`config.mk`:
```
export PLATFORM = sky130hd
export DESIGN_NAME = pc_fetch_unit
export DESIGN_NICKNAME = d
export VERILOG_FILES = /design/src/rtl/pc_fetch_unit.sv
export SDC_FILE = /design/constraint.sdc
export NUM_CORES = 1
export LEC_CHECK = 0
export BUFFER_PORTS_ARGS = -buffer_cell sky130_fd_sc_hd__buf_2
export CAP_MARGIN = 20
export CORE_ASPECT_RATIO = 0.7
export CORE_UTILIZATION = 51
export CTS_BUF_LIST = sky130_fd_sc_hd__clkbuf_8
export DETAILED_ROUTE_END_ITERATION = 10
export HOLD_SLACK_MARGIN = 0.05
export PLACE_DENSITY = 0.94
export SYNTH_ARGS = -nofsm -noshare
export SYNTH_HDL_FRONTEND = slang
export SYNTH_SLANG_ARGS = --single-unit
```
`constraint.sdc`:
```
create_clock -name clk -period 5.6 [get_ports clk]
set_input_delay 1.68 -clock clk [delete_from_list [all_inputs] [get_ports clk]]
set_output_delay 1.68 -clock clk [all_outputs]
set_load 0.005 [all_outputs]
```
`src/rtl/pc_fetch_unit.sv`:
```
`default_nettype none
// ============================================================================
// Module      : pc_fetch_unit
// Description : Program-counter register and instruction-fetch sequencer.
//               Holds the current PC, issues one instruction-memory request
//               per PC over a valid/ready handshake, captures the returned
//               word and presents it, with its PC, to decode over a second
//               valid/ready handshake. The next PC is supplied from outside
//               by the next-address adder; no PC arithmetic happens here.
//
// Ports       :
//   clk            in   1        system clock, rising-edge active
//   rst            in   1        asynchronous active-high reset
//   next_pc        in   32       next PC from the next-address adder
//   pc_update      in   1        next_pc valid (current instruction done)
//   imem_req_valid out  1        fetch request valid
//   imem_req_addr  out  32       fetch address (always the current PC)
//   imem_req_ready in   1        memory accepts request
//   imem_rsp_valid in   1        returned instruction word valid
//   imem_rsp_data  in   32       returned instruction word
//   inst_valid     out  1        instruction available to decode
//   inst_ready     in   1        decode accepts instruction
//   inst           out  32       captured instruction
//   inst_pc        out  32       PC of the captured instruction
//   misalign       out  1        sticky fault: a misaligned next_pc was taken
//   fetch_count    out  COUNT_W  instructions handed to decode (wrapping)
//
// Revision    : 1.0  initial release
// ============================================================================
module pc_fetch_unit #(
    parameter logic [31:0] RESET_PC = 32'h0000_0000,
    parameter int          COUNT_W  = 32
) (
    input  logic               clk,
    input  logic               rst,
    input  logic [31:0]        next_pc,
    input  logic               pc_update,
    output logic               imem_req_valid,
    output logic [31:0]        imem_req_addr,
    input  logic               imem_req_ready,
    input  logic               imem_rsp_valid,
    input  logic [31:0]        imem_rsp_data,
    output logic               inst_valid,
    input  logic               inst_ready,
    output logic [31:0]        inst,
    output logic [31:0]        inst_pc,
    output logic               misalign,
    output logic [COUNT_W-1:0] fetch_count
);

    // ------------------------------------------------------------------------
    // Sequencer states
    //   IDLE  : one cycle after reset release before the first request
    //   REQ   : request presented, waiting for the memory to accept it
    //   WAIT  : request accepted, waiting for the instruction word
    //   HOLD  : instruction presented to decode
    //   EXEC  : decode has the instruction, waiting for the next PC
    //   FAULT : a misaligned PC was taken; terminal until reset
    // ------------------------------------------------------------------------
    typedef enum logic [2:0] {
        ST_IDLE  = 3'd0,
        ST_REQ   = 3'd1,
        ST_WAIT  = 3'd2,
        ST_HOLD  = 3'd3,
        ST_EXEC  = 3'd4,
        ST_FAULT = 3'd5
    } state_t;

    localparam logic [COUNT_W-1:0] c_count_one = {{(COUNT_W-1){1'b0}}, 1'b1};

    state_t             r_state;
    logic [31:0]        r_pc;
    logic [31:0]        r_inst;
    logic [31:0]        r_inst_pc;
    logic [COUNT_W-1:0] r_fetch_count;

    // Instructions are 4-byte aligned; any low address bit set is a fault.
    logic w_next_misaligned;
    assign w_next_misaligned = |next_pc[1:0];

    // Destination once a new PC is taken, shared by the HOLD and EXEC paths.
    state_t w_after_update;
    assign w_after_update = w_next_misaligned ? ST_FAULT : ST_REQ;

    always_ff @(posedge clk or posedge rst) begin
        if (rst) begin
            r_state       <= ST_IDLE;
            r_pc          <= RESET_PC;
            r_inst        <= 32'h0000_0000;
            r_inst_pc     <= RESET_PC;
            r_fetch_count <= '0;
        end else begin
            case (r_state)
                ST_IDLE: begin
                    r_state <= ST_REQ;
                end

                ST_REQ: begin
                    // Address is r_pc, which cannot change in this state, so
                    // the request stays stable until accepted.
                    if (imem_req_ready) begin
                        r_state <= ST_WAIT;
                    end
                end

                ST_WAIT: begin
                    if (imem_rsp_valid) begin
                        r_inst    <= imem_rsp_data;
                        r_inst_pc <= r_pc;
                        r_state   <= ST_HOLD;
                    end
                end

                ST_HOLD: begin
                    if (inst_ready) begin
                        r_fetch_count <= r_fetch_count + c_count_one;
                        // A next PC arriving with the accept skips EXEC, which
                        // gives the 3-cycle back-to-back fetch loop.
                        if (pc_update) begin
                            r_pc    <= next_pc;
                            r_state <= w_after_update;
                        end else begin
                            r_state <= ST_EXEC;
                        end
                    end
                end

                ST_EXEC: begin
                    if (pc_update) begin
                        r_pc    <= next_pc;
                        r_state <= w_after_update;
                    end
                end

                ST_FAULT: begin
                    r_state <= ST_FAULT;
                end

                default: begin
                    r_state <= ST_IDLE;
                end
            endcase
        end
    end

    // Outputs are pure decodes of registered state, so they are glitch-free
    // with respect to the inputs.
    assign imem_req_valid = (r_state == ST_REQ);
    assign imem_req_addr  = r_pc;
    assign inst_valid     = (r_state == ST_HOLD);
    assign inst           = r_inst;
    assign inst_pc        = r_inst_pc;
    assign misalign       = (r_state == ST_FAULT);
    assign fetch_count    = r_fetch_count;

endmodule
`default_nettype wire

```
==> results.md, run 1 <==
- Setup crit end kind: primary output
- Slowest-stage cell, CP: dfrtp_1
- Met2 wire length: 6.197 mm
- WL met1: 5.012 mm
- I/O Buffers: 200
- Post-synth EDFFs: 0
- Wire per inst: 16.95 um
- HPWL after DPL: 8.690 mm
- Power Density: 509.4 nW/um^2
- Hold-critical path endpoint: fetch_count[31]
- Cell row count: 30
- Unique masters post-synth: 37
- Post-synth top flop: dfrtp_1
- Reg2Reg Depth: 4
- Fmax achieved: 0.3133 GHz
- Drt drc: 0
- Die Wd: 124.2 um
- Sink Count: 131
- Total core area: 9910 sq um
- Cts bufs inserted: 17
- Post-Route WL: 12.12 mm
- Sequential power share: 0.447
- Min-delay src: fetch_count[31]
- Final design utilization: 0.6996
- Clk buf depth: 2
- Die ar.: 10870 sq um
- Hold crit path type: reg2reg
- WL met3: 764 um
- CTS tree: done
- Final period utilization: 0.5699
- Sequential element share of the synthesized area: 0.6153
- Hold depth: 1
- Final setup viols: 0
- Mapped cell area: 5328 sq um
- CP required: 3.92 ns
- DRT Pass-1 Iters: 4
- RePlAce Congestion: 0.9021
- P_sw: 0.001035 W
- Boundary Pins: 201
- Slew @ Worst Pin: 0.8884 ns
- CP max FO: 9
- Peak VDD IR: 0.3345 mV
- FF-to-FF Start: r_state[0]
- Clock power share: 0.259
- Vias in the first global route: 3738
- Post-Synthesis Cells: 368
- # diodes: 0
- Syn Area/Cell: 14.48 sq um
- Largest net degree at the start of global routing: 87
- Routed vias/inst: 5.187
- GRT overflow: 0
- Max Cap Viol: 0
- TNS Setup: 0 ns
- Total power: 0.003532 W
- Synth Register Bits: 131
- R2r endpoint: fetch_count[22]
- Clk_lat worst skew: 0.41 ns
- Area delta synth->final: 30.13%
- Crit Path Class: reg2out
- Antenna Nets Post-Route: 0
- Clock transition at the registers of the reported paths: 0.07 ns
- Hold_buf cts: 0
- Status: completed
- Min Tclk post-route: 3.191 ns
- Skew final: 0.01699 ns
- Via count: 3709
- Static leakage: 3.511 nW
- Detailed Route Iter0 Violations: 242
- CP peak stage delay: 0.58 ns
- DR top layer: met4
- Slew HR: 0.4031
- H-tree level count: 4
- Crit path cell chain: inv_1, nor3_1, buf_2
- Layout net count: 645
- CTS-repair resized insts: 0
- Layout cells sized above 1: 0.5911
- GRT Total Usage: 0.2321
- Comb pwr share: 0.294
- Die Ht: 87.51 um
- RSZ-0062 raised after global routing: no
- Asr flop ratio synth: 1.000
- Slew Viols, Final: 0
- CP arrival: 1.51 ns
- Warning count from the yosys run: 0
- Nature of the critical path startpoint: register
- First-pass GRT wire length: 18.69 mm
- Clk Tree Root Cell: clkbuf_8
- Hold Slack: 0.4754 ns
- Initial Util: 0.5376
- Initial antenna violation count: 0
- Syn Nets: 439
- Int Pwr: 0.002497 W
- R2r setup slk: 3.47 ns
- Post-CTS Setup Bufs: 0
- Net Sw Frac: 0.2931
- Fin. Hold Viols: 0
==> cell families (layout without fill, tap and decap cells) <==
family                   count (synthesis)  in the layout  synth area share
AO/OA/AOI/OAI                            7              7           0.01057
XOR/XNOR                                31             31           0.05096
adder cells (fa/ha/maj)                  1              1          0.002348
buffers and inverters                   24            243           0.02372
flip-flops                             131            131            0.6153
multiplexers                            96             96            0.2029
AND/OR/NAND/NOR                         78             78           0.09418
==> cell type report <==
class                           instances  area (sq um)
Tap cell                              128         160.2
Fill cell                             688          2977
Clock buffer                           19         261.5
Timing Repair Buffer                  205          1066
Sequential cell                       131          3278
Clock inverter                         13         203.9
Multi-Input combinational cell        213          1938
Inverter                                6         25.02
==> sequential cells by signal (all words and copies together), names as in the netlist <==
signal and count:
fetch_count 32, r_state 3, imem_req_addr 32, inst 32, inst_pc 32
==> how the worst max path moves through the flow <==
stage,from,cells after the start,end,slack [ns]
after floorplan,rst,1,fetch_count[0],0.42
after global placement,inst_ready,6,imem_req_addr[13],1.95
after detailed placement,inst_ready,6,imem_req_addr[13],1.90
after CTS,inst_ready,6,imem_req_addr[13],2.34
after global routing,r_state[0],3,imem_req_valid,2.31
final,r_state[0],3,imem_req_valid,2.41
==> cell usage after synthesis (2+ instances only) <==
master    count  area share
buf_2        11       0.010
dfrtp_1     131        0.62
nand4_1       8      0.0094
or3_1         2      0.0023
nor3_1        9      0.0085
xor2_1       18       0.030
nand3_1      10      0.0094
clkbuf_1      3      0.0021
and3_1        5      0.0059
buf_4         2      0.0028
buf_6         2      0.0042
nor2_1        7      0.0049
mux2_2       96        0.20
inv_1         6      0.0042
and4_1        2      0.0033
nand2_1      17       0.012
nor4_2        7       0.016
xnor2_1      13       0.021
==> cell usage in the layout (no fill, tap or decap), types with 2 or more instances in the layout <==
cell and instances:
nand3_1 10, nor2_1 7, mux2_2 96, clkbuf_8 19, clkinv_2 3, and3_1 5, dfrtp_1 131, xor2_1 18
xnor2_1 13, nor3_1 9, buf_2 200, and4_1 2, inv_1 5, nand4_1 8, bufinv_16 5, nand2_1 17
or3_1 2, clkinvlp_4 4, nor4_2 7, buf_4 3
==> worst max-delay path: cells and delay by family, from the launching register on <==
| family | cells | cell delay [ns] |
|---|---|---|
| flops | 1 | 0.58 |
| simple gates | 1 | 0.24 |
| buf+inv | 2 | 0.29 |
==> per-stage QoR <==
stage,setup slack [ns],area [sq um],std cells
after floorplan,0.4223,5328,368
after global placement,1.952,6425,681
after detailed placement,1.898,6425,681
after CTS,2.336,6890,713
after global routing,2.314,6933,715
final,2.409,6933,715
==> layer usage <==
layer  up-vias  global-route usage
met5         -                   0
met4         0             0.09632
met3        14             0.07264
met2       144              0.3898
met1      1848              0.2786
li1       1703                   -
==> power by group through the flow <==
stage	Combinational (W)	Clock (W)	Sequential [W]
2_1_floorplan	0.000531	0	0.00156
3_3_place_gp	0.000999	0	0.00155
3_5_place_dp	0.00105	0	0.00159
4_1_cts	0.00105	0.000934	0.00158
5_1_grt	0.00114	0.000979	0.00163
6_report	0.00104	0.000915	0.00158
(Power assumes the default switching activity.)
==> run 2, diff against run 1 <==
==> constraint.sdc (replaced) <==
create_clock -name clk -period 3.02 [get_ports clk]
set_input_delay 0.906 -clock clk [delete_from_list [all_inputs] [get_ports clk]]
set_output_delay 0.906 -clock clk [all_outputs]
set_load 0.005 [all_outputs]
==> run 2 against run 1 <==
Effect of this change:
- via count is 0.59% higher
- register-to-register slack worse by 2.5 ns
- core utilization is 0.64 points lower
- clock skew is 0.0043 ns lower
- total power is 78% higher
- routed wire length is 1.2% lower
- sequential power is 85% higher
- clock power is 58% higher
- non-clock buffer count is 1 higher
- die area stayed put
- global-route usage is 0.44 points lower
- highest routed layer unchanged
==> results.md, run 2 (synthesis results as in run 1) <==
- Initial antenna violation count: 0
- Routed vias/inst: 5.211
- Largest net degree at the start of global routing: 132
- HPWL after DPL: 8.867 mm
- CP startpoint: r_state[0]
- CTS-repair resized insts: 0
- Multi-input gate area: 1938 sq um
- Static leakage: 3.506 nW
- Detailed Route Iter0 Violations: 175
- Reg2Reg Depth: 4
- Die Ht: 87.51 um
- First-pass GRT wire length: 18.42 mm
- Vias in the first global route: 3762
- Total core area: 9910 sq um
- R2r endpoint: fetch_count[26]
- H-tree level count: 4
- Drt drc: 0
- CTS tree: done
- Initial Util: 0.5376
- Status: completed
- Clk_lat worst skew: 0.41 ns
- Wire per inst: 16.72 um
- TNS Setup: 0 ns
- Min Tclk post-route: 2.410 ns
- GRT Total Usage: 0.2278
- Nature of the critical path startpoint: register
- Placed Cells: 684
- R2r setup slk: 1.01 ns
- Power Density: 916.5 nW/um^2
- Slew Viols, Final: 0
- Worst slack at placement: 0.5695 ns
- Slew @ Worst Pin: 0.7165 ns
- Post-CTS Setup Bufs: 0
- Setup crit end kind: primary output
- RePlAce Congestion: 0.9071
- Area delta synth->final: 28.93%
- CP max FO: 9
- Clk Tree Root Cell: clkbuf_8
- Layout cells sized above 1: 0.5850
- Die ar.: 10870 sq um
- CP top delay family: flip-flops
- Final period utilization: 0.7981
- Fillers: 720
- Critical path buffers and inverters: 2
- Skew final: 0.01265 ns
- Hold crit path type: reg2reg
- I/O Buffers: 200
- Post-Route WL: 11.98 mm
- FF+latch area: 3278 sq um
- Most frequent cells in the layout: 200 x buf_2, 131 x dfrtp_1, 96 x mux2_2
- Boundary Pins: 201
- FF-to-FF Start: r_state[2]
- Slowest-stage cell, CP: dfrtp_1
- Layout net count: 646
- Total power: 0.006296 W
- Fmax achieved: 0.4149 GHz
- CP peak stage delay: 0.57 ns
- Non-Filler Instances: 716
- GRT overflow: 0
- Crit path cell chain: inv_1, nor3_1, buf_2
- Cell row count: 30
- Die Wd: 124.2 um
- CP required: 2.11 ns
- Slew HR: 0.5223
- Stages on worst setup path: 3
- Cts bufs inserted: 17
- Crit path to: imem_req_valid
- Clock transition at the registers of the reported paths: 0.07 ns
- Antenna Nets Post-Route: 0
- Sink Count: 131
- Peak VDD IR: 0.4970 mV
- Clk buf depth: 2
- Via count: 3731
- Commonest non-fill, non-tap cell in the layout: buf_2
- Final setup viols: 0
- Hold_buf cts: 0
- RSZ-0062 raised after global routing: no
- Fin. Hold Viols: 0
- CP arrival: 1.50 ns
- Crit Path Class: reg2out
- Max Cap Viol: 0
- DRT Pass-1 Iters: 4
- # diodes: 0
- Setup ws final: 0.6097 ns
run 2: worst min-delay path by stage:
stage                     depth (start not counted)         endpoint            start
final                                             1  fetch_count[31]  fetch_count[31]
after global routing                              1  fetch_count[31]  fetch_count[31]
after CTS                                         1  fetch_count[31]  fetch_count[31]
after detailed placement                          1  fetch_count[31]  fetch_count[31]
after global placement                            1  fetch_count[31]  fetch_count[31]
after floorplan                                   1  fetch_count[31]  fetch_count[31]
run 2: final cells by class:
type,instances,share of cell area
clock inverter,14,0.02149
tap,128,0.02332
timing repair buffer,206,0.1559
inverter,6,0.003825
clock buffer,18,0.03607
multi-input combinational,213,0.2821
sequential,131,0.4772
run 2: power by group:
group	switching (W)	internal [W]	leakage (nW)	total, W
clock network	0.000626	0.000821	0.221	0.00145
registers	0.000471	0.00245	1.62	0.00292
logic	0.000769	0.00116	1.67	0.00193
total	0.00187	0.00443	3.51	0.00630
run 2: metal layers:
layer	wire length (um)	track usage	vias up
li1	-	-	1713
met3	822	0.06872	24
met5	0	0	-
met4	224	0.1190	0
met1	4928	0.2742	1826
met2	6000	0.3722	168
run 2: stage by stage:
| step | hold WS (ns) | util | area [sq um] |
|---|---|---|---|
| 2_1_floorplan | 0.4647 | - | 5331 |
| 3_3_place_gp | 0.4519 | 0.6533 | 6474 |
| 3_5_place_dp | 0.4581 | 0.6533 | 6474 |
| 4_1_cts | 0.4737 | 0.6932 | 6869 |
| 5_1_grt | 0.4955 | 0.6932 | 6869 |
| 6_report | 0.4705 | 0.6932 | 6869 |
run 2: worst register-to-register path, stage by stage, from the launching register on:
cell,delay [ns]
dfrtp_1,0.50
nand4b_4,0.29
or3_1,0.57
nor4_2,0.37
xor2_1,0.20
